<file path="config.mk">
export PLATFORM = sky130hd
export DESIGN_NAME = vga_frame_monitor
export DESIGN_NICKNAME = d
export VERILOG_FILES = /design/src/rtl/vga_frame_monitor.sv
export SDC_FILE = /design/constraint.sdc
export NUM_CORES = 1
export LEC_CHECK = 0
export BUFFER_PORTS_ARGS = -buffer_cell sky130_fd_sc_hd__buf_4
export CAP_MARGIN = 15
export CORE_MARGIN = 2
export CORE_UTILIZATION = 35
export DETAILED_ROUTE_END_ITERATION = 7
export GPL_TIMING_DRIVEN = 0
export RECOVER_POWER = 50
export SYNTH_ARGS = -nofsm -noshare
export SYNTH_HDL_FRONTEND = slang
export SYNTH_SLANG_ARGS = --single-unit
</file>
<file path="constraint.sdc">
create_clock -name Clk -period 5.6 [get_ports Clk]
set_clock_uncertainty 0.1 [all_clocks]
set_input_delay 1.4 -clock Clk [delete_from_list [all_inputs] [get_ports Clk]]
set_output_delay 1.4 -clock Clk [all_outputs]
set_load 0.05 [all_outputs]
</file>
<file path="src/rtl/vga_frame_monitor.sv">
// VGA receive-side frame monitor: recovers pixel/line position from sync,
// checks sync timing and blanking, and checksums every active frame.
module vga_frame_monitor #(
  parameter int H_TOTAL     = 800,
  parameter int H_SYNC      = 96,
  parameter int H_ACT_START = 144,
  parameter int H_ACTIVE    = 640,
  parameter int V_TOTAL     = 525,
  parameter int V_ACT_START = 35,
  parameter int V_ACTIVE    = 480
) (
  input  logic        Clk,
  input  logic        Reset_n,
  input  logic        pix_en,
  input  logic        hSync,
  input  logic        vSync,
  input  logic [11:0] rgb,
  output logic        locked,
  output logic [9:0]  hc_out,
  output logic [9:0]  vc_out,
  output logic        active,
  output logic        frame_done,
  output logic [15:0] frame_sum,
  output logic [7:0]  err_count
);

  localparam logic [10:0] HT = 11'(H_TOTAL);
  localparam logic [10:0] HS = 11'(H_SYNC);
  localparam logic [10:0] VT = 11'(V_TOTAL);
  localparam logic [9:0] H_LO = 10'(H_ACT_START);
  localparam logic [9:0] H_HI = 10'(H_ACT_START + H_ACTIVE);
  localparam logic [9:0] V_LO = 10'(V_ACT_START);
  localparam logic [9:0] V_HI = 10'(V_ACT_START + V_ACTIVE);

  typedef enum logic [1:0] {
    ST_SEARCH,
    ST_ALIGN,
    ST_LOCKED
  } state_e;

  function automatic logic in_win(
    logic [9:0] h,
    logic [9:0] v
  );
    return (h >= H_LO) && (h < H_HI) &&
           (v >= V_LO) && (v < V_HI);
  endfunction

  state_e      state_q, state_d;
  logic        hs_q, vs_hf_q, vs_hf_d;
  logic [9:0]  hc_q, hc_d, vc_q, vc_d;
  logic [15:0] acc_q, acc_d, sum_q, sum_d;
  logic [7:0]  cnt_q, cnt_d;
  logic        fd_q, locked_q, active_q;

  logic [10:0] hc_inc, vc_inc;
  logic        h_fall, h_rise, fstart, searching;
  logic        win_now, sync_err, line_err;
  logic        frame_err, blank_err, err, commit;

  always_comb begin
    hc_inc    = {1'b0, hc_q} + 11'd1;
    vc_inc    = {1'b0, vc_q} + 11'd1;
    h_fall    = hs_q & ~hSync;
    h_rise    = ~hs_q & hSync;
    fstart    = h_fall & ~vSync & vs_hf_q;
    searching = (state_q == ST_SEARCH);
    win_now   = in_win(hc_q, vc_q);
    sync_err  = h_rise & (hc_inc != HS);
    line_err  = h_fall & ~searching & (hc_inc != HT);
    frame_err = fstart & ~searching & (vc_inc != VT);
    blank_err = ~searching & ~win_now & (rgb != 12'd0);
    err       = sync_err | line_err | frame_err | blank_err;
    commit    = fstart & ~err & ~searching;
  end

  // an error on a frame-start sample wins over the frame boundary
  always_comb begin
    state_d = state_q;
    if (err) begin
      state_d = ST_SEARCH;
    end else if (fstart) begin
      unique case (state_q)
        ST_SEARCH: state_d = ST_ALIGN;
        ST_ALIGN:  state_d = ST_LOCKED;
        ST_LOCKED: state_d = ST_LOCKED;
        default:   state_d = ST_SEARCH;
      endcase
    end
  end

  always_comb begin
    hc_d    = h_fall ? 10'd0 :
              (&hc_q) ? hc_q : hc_q + 10'd1;
    vc_d    = vc_q;
    if (fstart)
      vc_d = 10'd0;
    else if (h_fall && !(&vc_q))
      vc_d = vc_q + 10'd1;
    vs_hf_d = h_fall ? vSync : vs_hf_q;
    acc_d   = acc_q;
    if (fstart)
      acc_d = 16'd0;
    else if (win_now)
      acc_d = acc_q + {4'd0, rgb};
    sum_d   = commit ? acc_q : sum_q;
    cnt_d   = (err && !(&cnt_q)) ?
              cnt_q + 8'd1 : cnt_q;
  end

  always_ff @(posedge Clk or negedge Reset_n) begin
    if (!Reset_n) begin
      state_q  <= ST_SEARCH;
      hs_q     <= 1'b1;
      vs_hf_q  <= 1'b1;
      hc_q     <= 10'd0;
      vc_q     <= 10'd0;
      acc_q    <= 16'd0;
      sum_q    <= 16'd0;
      cnt_q    <= 8'd0;
      fd_q     <= 1'b0;
      locked_q <= 1'b0;
      active_q <= 1'b0;
    end else begin
      fd_q <= pix_en & commit;
      if (pix_en) begin
        state_q  <= state_d;
        hs_q     <= hSync;
        vs_hf_q  <= vs_hf_d;
        hc_q     <= hc_d;
        vc_q     <= vc_d;
        acc_q    <= acc_d;
        sum_q    <= sum_d;
        cnt_q    <= cnt_d;
        locked_q <= (state_d == ST_LOCKED);
        active_q <= (state_d == ST_LOCKED) &
                    in_win(hc_d, vc_d);
      end
    end
  end

  assign locked     = locked_q;
  assign hc_out     = hc_q;
  assign vc_out     = vc_q;
  assign active     = active_q;
  assign frame_done = fd_q;
  assign frame_sum  = sum_q;
  assign err_count  = cnt_q;

endmodule

</file>
[Word level (Yosys, flattened, before mapping)]
Cells that the tools add are included.
W data, S select, Z words.
Word-level totals
  output and inout port bits: 47
  bits in registers: 67
  logic and storage cells: 85
Cells by class
  reduce and logical (&&, ||, !) cells: 21
  equal/unequal tests: 6
  magnitude comparators: 8
  bitwise operators: 24
  muxes and demuxes: 9
  add/subtract/negate cells: 6
Operators with widths (count)
  $lt A10 B10 Y1 const B: 4
  $mux W10: 4
  $mux W16: 2
  $add A10 B1 Y11 const B: 2
  $ne A11 B10 Y1 const B: 2
  $add A10 B1 Y10 const B: 2
  $ge A10 B6 Y1 const B: 2
  $ge A10 B8 Y1 const B: 2
  $reduce_and A10 Y1: 2
  $add A16 B12 Y16: 1
  $and A1 B1 Y1: 15
  $reduce_bool A12 Y1: 1
  $ne A11 B7 Y1 const B: 1
  $add A8 B1 Y8 const B: 1
  $logic_and A1 B1 Y1: 8
  $reduce_and A2 Y1: 4
  $reduce_and A8 Y1: 1
  $not A1 Y1: 6
  $eq A2 B2 Y1 const B: 2
  $mux W2: 2
  $pmux W2 S2: 1
  $or A1 B1 Y1: 3
  $eq A2 B1 Y1 const B: 1
  $logic_not A1 Y1: 2
  other kinds (3): 3

[Longest topological paths before layout]
Gate-level depths: netlist of the first run.
  depth after elaboration: 12
  mapped depth: 10
  gate-level depth less buffers: 9

[Worst setup path before layout of the first run]
Ideal clock, no wire load.
  path kind: input-to-reg
  start: in rgb[0]
  end: reg acc_q[14]
  stages on the path: 9
  setup time: 142 ps
  slack: 1814 ps
  data arrival time: 3544 ps
  required time: 5358 ps
  cell sequence: ha_1 -> fa_1 -> a21o_1 -> a211oi_1 -> o21ai_0 -> and2_1 -> a2111oi_0 -> or4_1 -> a21oi_1
On the way
  longest elaborated chain between the ends: 3
RTL lines
  start: declaration: RTL line 17  | input logic [11:0] rgb,
  $add A16 B12 Y16: RTL line 105  | acc_d = acc_q + {4'd0, rgb};
  $mux W16: RTL line 104  | else if (win_now)
  $mux W16: RTL line 102  | if (fstart)
  end signal: assignment: RTL line 118  | acc_q <= 16'd0;
  end signal: assignment: RTL line 132  | acc_q <= acc_d;
  end: declaration: RTL line 52  | logic [15:0] acc_q, acc_d, sum_q, sum_d;
Every way passes these cells. The select of a mux whose other input is x is not followed.
A chain may end at the register's enable or synchronous reset.

[Final worst setup path of the first run]
  start: in rgb[0]
  end: reg acc_q[12]
The elaborated chain is that of the path after synthesis.

==> out/results.tsv, run 1 <==
metric	value	unit
status	complete, no violations	
post-CTS setup buffer count	0	
Total Routing Usage GR	0.174	
initial antenna violation count	0	
FF-to-FF path depth	9	
via count	3916	
Worst VDD drop	0.197	mV
final slew viol count	0	
CTS root buf	clkbuf_16	
vias per cell	5.55	
vias in the first global route	3763	
CP Class	in -> reg	
Total Routed Length	11200	µm
final worst slack	1.42	ns
gpl congestion	0.833	
worst slew pin tran	1.06	ns
Leak	0.00239	µW
Starting DRT DRC Count	180	
Reg2Reg Setup Slack	2.20	ns
routed length per instance	16.0	µm
fin nets	564	
Die Y	117	µm
Reg-to-Reg End	acc_q[12]$_DFFE_PN0P_	
Worst-Skew Late Latency	0.35	ns
Mapped Cells	454	
H-tree levels	3	
crit path from	rgb[0]	
final hold vios	0	
Worst Hold Class	reg -> reg	
post-synthesis sequential area ratio	0.375	
Max Clock Freq	0.239	GHz
crit path launch type	input port	
synthesized area	4470	µm²
worst rel slew slack	0.274	
number of synthesized flops with an enable pin	0	
num rows	41	
Clock Path Buffers	2	
Setup crit end	acc_q[12]$_DFFE_PN0P_	
num ports	64	
WP data arrival	4.35	ns
unrepaired setup endpoints after global routing	false	
Overflow after GRT	0	
Synth Warn #	0	
Synth async-reset ratio	1.00	
DRC Markers	0	
# port buffers	63	
reg2reg start	acc_q[0]$_DFFE_PN0P_	
Distinct cells, synth	72	
P&R area growth vs syn	20.4	%
1st-pass router iterations	5	
Inst Count DP	689	
Post-synth top flop	dfrtp_1	
Final period util	0.747	
max-cap violations	0	
Placement Setup Slack	1.16	ns
Setup crit end kind	register	
Post-Syn Nets	490	
Core Area	12600	µm²
Synth Register Bits	67	
post-route ant nets	0	
Worst-path clk slew	0.06	ns
die area	13700	µm²
CTS tree	built	
Die X	117	µm
crit-path max FO	4	
final core occ	0.428	
syn avg cell area	9.86	µm²
largest net degree at the start of global routing	68	
Final min period	4.18	ns
post_cts resized	0	
CTS Sinks	67	
Num CTS Buffers	9	
Layout Cells excl Fill	705	
first-pass GRT wire length	18600	µm
Final setup viols	0	
diode count	0	
share of cells above drive strength 1	0.221	
Pwr Density	420	nW/µm²
Critical Path RT	5.77	ns
TNS Setup	0	ns
dpl hpwl	8120	µm
cts hold-fix bufs	0	
Starting Density	0.356	
## worst min path at each step
stage / start / to / slack [ns] / cells after the start
3_3_place_gp: err_count[4]$_DFFE_PN0P_ / err_count[4]$_DFFE_PN0P_ / 0.38 / 1
5_1_grt: active$_DFFE_PN0P_ / active$_DFFE_PN0P_ / 0.41 / 1
3_5_place_dp: active$_DFFE_PN0P_ / active$_DFFE_PN0P_ / 0.39 / 1
2_1_floorplan: acc_q[9]$_DFFE_PN0P_ / acc_q[9]$_DFFE_PN0P_ / 0.39 / 1
6_report: active$_DFFE_PN0P_ / active$_DFFE_PN0P_ / 0.39 / 1
4_1_cts: active$_DFFE_PN0P_ / active$_DFFE_PN0P_ / 0.40 / 1
## cell type report
cell class | instances | area [µm²]
clock buffers | 10 | 239
inverters | 15 | 56.3
multi-input cells | 342 | 2520
repair buffers | 63 | 394
flip-flops and latches | 67 | 1680
well taps | 172 | 215
clock inverters | 6 | 72.6
plain buffers | 30 | 209
fillers | 1267 | 7180
## worst max-delay path, stage by stage
cell and delay, ns:
buf_4 0.11, ha_1 0.22, fa_1 0.41, a21o_1 0.19, a211oi_1 0.33, o21ai_0 0.20, and2_1 0.20, a2111oi_0 0.91
o21ai_0 0.22, a21oi_1 0.17
## where the power goes
part	switching (µW)	leakage, µW	internal, µW
sequential	116	0.000891	600
clock	226	0.000150	361
combinational	604	0.00135	356
total	946	0.00239	1320
## stage by stage
step | area [µm²] | total power, µW | hold WS, ns
floorplan | 4470 | 1430 | 0.392
global placement | 5160 | 1680 | 0.380
detailed placement | 5160 | 1700 | 0.385
CTS | 5470 | 2310 | 0.398
global route | 5390 | 2410 | 0.412
finish | 5390 | 2260 | 0.393
## logic make-up after synthesis
family	share of synthesized area
adder cells (fa/ha/maj)	0.0548
XOR/XNOR	0.0372
AO/OA/AOI/OAI	0.223
multiplexers	0.0696
AND/OR/NAND/NOR	0.178
flip-flops	0.375
buffers and inverters	0.0615
## registers in the layout, summed over array words and instances (netlist names)
register    cells
acc_q          16
frame_sum      16
hc_out         10
vc_out         10
err_count       8
state_q         2
active          1
frame_done      1
hs_q            1
locked          1
vs_hf_q         1
## per-layer routing
metal | vias up | share of wire | GRT usage
met2 | 124 | 0.49 | 0.289
met4 | 0 | 0.016 | 0.0722
li1 | 1873 | - | -
met3 | 21 | 0.057 | 0.0391
met1 | 1898 | 0.44 | 0.219
met5 | - | 0 | 0
## layout by cell type (no fill, tap or decap), types with 4 or more instances in the layout
| cell type | netlist | final |
|---|---|---|
| a211oi_1 | 4 | 4 |
| buf_2 | 8 | 8 |
| xor2_1 | 4 | 4 |
| a31oi_1 | 10 | 10 |
| nor4_1 | 9 | 9 |
| mux2_4 | 9 | 9 |
| mux2_2 | 13 | 13 |
| nor2_1 | 17 | 17 |
| a22o_1 | 12 | 12 |
| a32o_1 | 4 | 4 |
| or3_1 | 5 | 5 |
| o21ai_0 | 27 | 27 |
| nand3_1 | 19 | 19 |
| o31ai_1 | 7 | 7 |
| a21oi_1 | 24 | 24 |
| and2_1 | 4 | 4 |
| dfrtp_1 | 65 | 65 |
| ha_1 | 18 | 18 |
| buf_4 | 0 | 42 |
| nor3_1 | 11 | 11 |
| nand2b_1 | 4 | 4 |
| o2111ai_1 | 6 | 6 |
| and3_1 | 10 | 10 |
| nand2_1 | 33 | 33 |
| inv_1 | 15 | 15 |
| clkbuf_1 | 12 | 34 |
| o211ai_1 | 7 | 7 |
| clkbuf_8 | 7 | 7 |
| clkbuf_16 | 0 | 9 |
| xnor2_1 | 15 | 15 |
| nand4_1 | 8 | 8 |
| a21o_1 | 5 | 5 |
## synth_stat cells, types with 3 or more instances
cell	count	area, µm²
a211oi_1	4	30.0
a21o_1	5	37.5
a21oi_1	24	120
a22o_1	12	105
a31o_2	3	26.3
a31oi_1	10	62.6
a32o_1	4	40.0
and2_1	4	25.0
and3_1	10	62.6
buf_2	8	40.0
clkbuf_1	12	45.0
clkbuf_8	7	96.3
dfrtp_1	65	1630
ha_1	18	225
inv_1	15	56.3
mux2_2	13	146
mux2_4	9	135
mux2i_1	3	30.0
nand2_1	33	124
nand2b_1	4	25.0
nand3_1	19	95.1
nand3b_1	3	22.5
nand4_1	8	50.1
nor2_1	17	63.8
nor2b_1	3	18.8
nor3_1	11	55.1
nor4_1	9	56.3
o2111ai_1	6	52.6
o211ai_1	7	52.6
o21ai_0	27	135
o31ai_1	7	52.6
or2_2	3	18.8
or3_1	5	31.3
or4_1	3	22.5
xnor2_1	15	131
xor2_1	4	35.0
(Power assumes the default switching activity.)
==> run 2, diff against run 1 <==
- ABC_AREA: not set -> 1
- clock period: 5.6 -> 3.6 ns (I/O delays scaled with it)
==> out/results.tsv, run 2 <==
metric	value	unit	change
status	finished, violations left		
failing checks	max-capacitance violations, max-slew violations		
switch share	0.399		-0.0191
Synth Register Bits	67		unchanged
Total Routed Length	11000	µm	-2.3%
FF-to-FF path depth	12		+3
number of synthesized flops with an enable pin	0		unchanged
DRC Markers	0		unchanged
Post-Syn Nets	642		+31%
via count	4087		+4.4%
CTS tree	built		
Setup crit end kind	register		
max-cap violations	1		+1
gpl congestion	0.893		+7.2%
post-synthesis sequential area ratio	0.387		+0.0117
worst rel slew slack	-0.143		-0.417
Worst VDD drop	0.295	mV	+50%
Die X	115	µm	-1.5%
hold depth	2		+1
Combinational Power Share	0.373		-0.051
vias per cell	4.80		-14%
Core Area	12100	µm²	-4.0%
cts hold-fix bufs	0		unchanged
fin nets	715		+27%
Synth async-reset ratio	1.00		unchanged
global route hottest layer	met2		
CP Class	reg -> reg		
Max Clock Freq	0.387	GHz	
vias in the first global route	3985		+5.9%
reg2reg start	vc_out[0]$_DFFE_PN0P_		
Pwr Density	594	nW/µm²	+41%
num ports	64		unchanged
WHS Endpoint	frame_sum[8]$_DFFE_PN0P_		
commonest non-fill, non-tap cell in the layout	nand2_1		
CTS Sinks	67		unchanged
WHS	0.379	ns	-0.0143 ns
Layout Cells excl Fill	851		+21%
Seq pwr share	0.339		+0.023
Critical Path RT	3.76	ns	-2.01 ns
die area	13300	µm²	-2.9%
initial antenna violation count	0		unchanged
Worst Path Buf+Inv	1		unchanged
share of the synthesized area in the top cell type	0.375		+0.0113
Starting DRT DRC Count	215		+19%
unrepaired setup endpoints after global routing	false		
CP top delay family	simple AND/OR/NAND/NOR gates		
final slew viol count	68		+68
synthesized area	4340	µm²	-3.0%
diode count	0		unchanged
1st-pass router iterations	4		-1
syn avg cell area	7.16	µm²	-27%
met3 usage	0.0480		+0.00884
count leader, synth	nand2_1		
TNS Setup	0	ns	unchanged
Total Routing Usage GR	0.178		+0.00427
most frequent cells in the layout	nand2_1, inv_1, dfrtp_1		
largest area contributor in the synthesized netlist	dfrtp_1		
num rows	40		-2.4%
hold path start	frame_sum[8]$_DFFE_PN0P_		
routed length per instance	12.9	µm	-19%
WP data arrival	2.74	ns	-1.61 ns
Worst-path clk slew	0.06	ns	about the same
final worst slack	1.02	ns	-0.398 ns
P&R area growth vs syn	20.6	%	
P_sw	1240	µW	+31%
Overflow after GRT	0		unchanged
Post-synth top cells	nand2_1, inv_1, dfrtp_1, nor2_1, nand3_1		
met1 usage	0.240		+0.0209
CP Cell Sequence	ha_1 -> nor2_1 -> nand2_1 -> nor2_1 -> nor2_1 -> nor2_2 -> nand3_1 -> nor2_1 -> inv_1 -> a21oi_1 -> o21ai_0 -> o21ai_0		
Worst-Skew Late Latency	0.34	ns	about the same
Inst Count DP	836		+21%
Final setup viols	0		unchanged
worst slew pin tran	1.71	ns	+0.653 ns
crit-path max FO	8		+4
post-CTS setup buffer count	0		unchanged
post-route ant nets	0		unchanged
largest net degree at the start of global routing	68		unchanged
Leak	0.00263	µW	+10%
Final min period	2.58	ns	
CTS root buf	clkbuf_16		
Num CTS Buffers	9		unchanged
crit path launch type	register		
placed instance area	5010	µm²	-2.9%
Final period util	0.717		
share of cells above drive strength 1	0.133		-0.0882
ranking of synthesized cells by area	dfrtp_1, nand2_1, inv_1, ha_1, nand3_1		
Post-synth top flop	dfrtp_1		
Reg2Reg Setup Slack	1.02	ns	-1.18 ns
H-tree levels	3		unchanged
Max stage delay on crit path	0.44	ns	-0.47 ns
first-pass GRT wire length	18600	µm	about the same
slowest CP cell	dfrtp_1		
# port buffers	62		-1.6%
Starting Density	0.360		+0.00375
Die Y	115	µm	-1.5%
Clock Path Buffers	2		unchanged
final hold vios	0		unchanged
post_cts resized	0		unchanged
Distinct cells, synth	39		-46%
M2 GR Usage	0.281		-0.00831
P_int	1870	µW	+42%
Most common cell on crit path	nor2_1		
Synth Warn #	0		unchanged
Worst Hold Class	reg -> reg		
Final Instance Area	5230	µm²	-2.8%
clock share of power	0.289		+0.029
dpl hpwl	8120	µm	about the same
Reg-to-Reg End	acc_q[7]$_DFFE_PN0P_		
Mapped Cells	606		+33%
Placement Setup Slack	0.708	ns	-0.451 ns
[run 2: worst max-delay path by stage]
stage	endpoint	cells past startpoint	from	slack [ns]
2_1_floorplan	err_count[2]$_DFFE_PN0P_	14	hc_out[1]$_DFFE_PN0P_	1.13
3_3_place_gp	acc_q[2]$_DFFE_PN0P_	9	hSync	0.73
3_5_place_dp	acc_q[4]$_DFFE_PN0P_	9	hSync	0.71
4_1_cts	frame_sum[12]$_DFFE_PN0P_	15	vc_out[0]$_DFFE_PN0P_	1.03
5_1_grt	acc_q[7]$_DFFE_PN0P_	12	vc_out[0]$_DFFE_PN0P_	0.78
6_report	acc_q[7]$_DFFE_PN0P_	12	vc_out[0]$_DFFE_PN0P_	1.02
[run 2: final cells by class]
| cell class | count | area (µm²) |
|---|---|---|
| clock inverters | 4 | 50.0 |
| plain buffers | 11 | 57.6 |
| fillers | 1274 | 6830 |
| inverters | 74 | 280 |
| clock buffers | 11 | 253 |
| well taps | 168 | 210 |
| multi-input cells | 454 | 2320 |
| repair buffers | 62 | 380 |
| flip-flops and latches | 67 | 1680 |
[run 2: kinds of logic after synthesis]
kind of cell | Yosys count | share of synthesized area
AND/OR/NAND/NOR | 326 | 0.328
AO/OA/AOI/OAI | 90 | 0.112
buffers and inverters | 85 | 0.0779
flip-flops | 67 | 0.387
XOR/XNOR | 19 | 0.0384
adder cells (fa/ha/maj) | 19 | 0.0565
[run 2: through the flow]
stage	util	total power [µW]
floorplan	-	1930
global placement	0.416	2220
detailed placement	0.416	2240
CTS	0.441	3150
global route	0.434	3340
finish	0.434	3110
[run 2: power groups by stage]
stage	Combinational, µW	Sequential, µW	Clock (µW)
after global routing	1300	1080	955
after floorplan	660	1270	0
after CTS	1170	1060	922
after global placement	1160	1060	0
final	1160	1050	898
after detailed placement	1170	1070	0
[run 2: routing by layer]
| layer | wire (µm) | vias up |
|---|---|---|
| met4 | 121 | 0 |
| li1 | - | 2099 |
| met3 | 414 | 12 |
| met1 | 5350 | 1897 |
| met2 | 5100 | 79 |
| met5 | 0 | - |
[run 2: worst register-to-register path, stage by stage (launching register included)]
cell,delay (ns)
dfrtp_1,0.44
ha_1,0.26
nor2_1,0.13
nand2_1,0.10
nor2_1,0.11
nor2_1,0.05
nor2_2,0.10
nand3_1,0.14
nor2_1,0.43
inv_1,0.28
a21oi_1,0.17
o21ai_0,0.11
o21ai_0,0.09
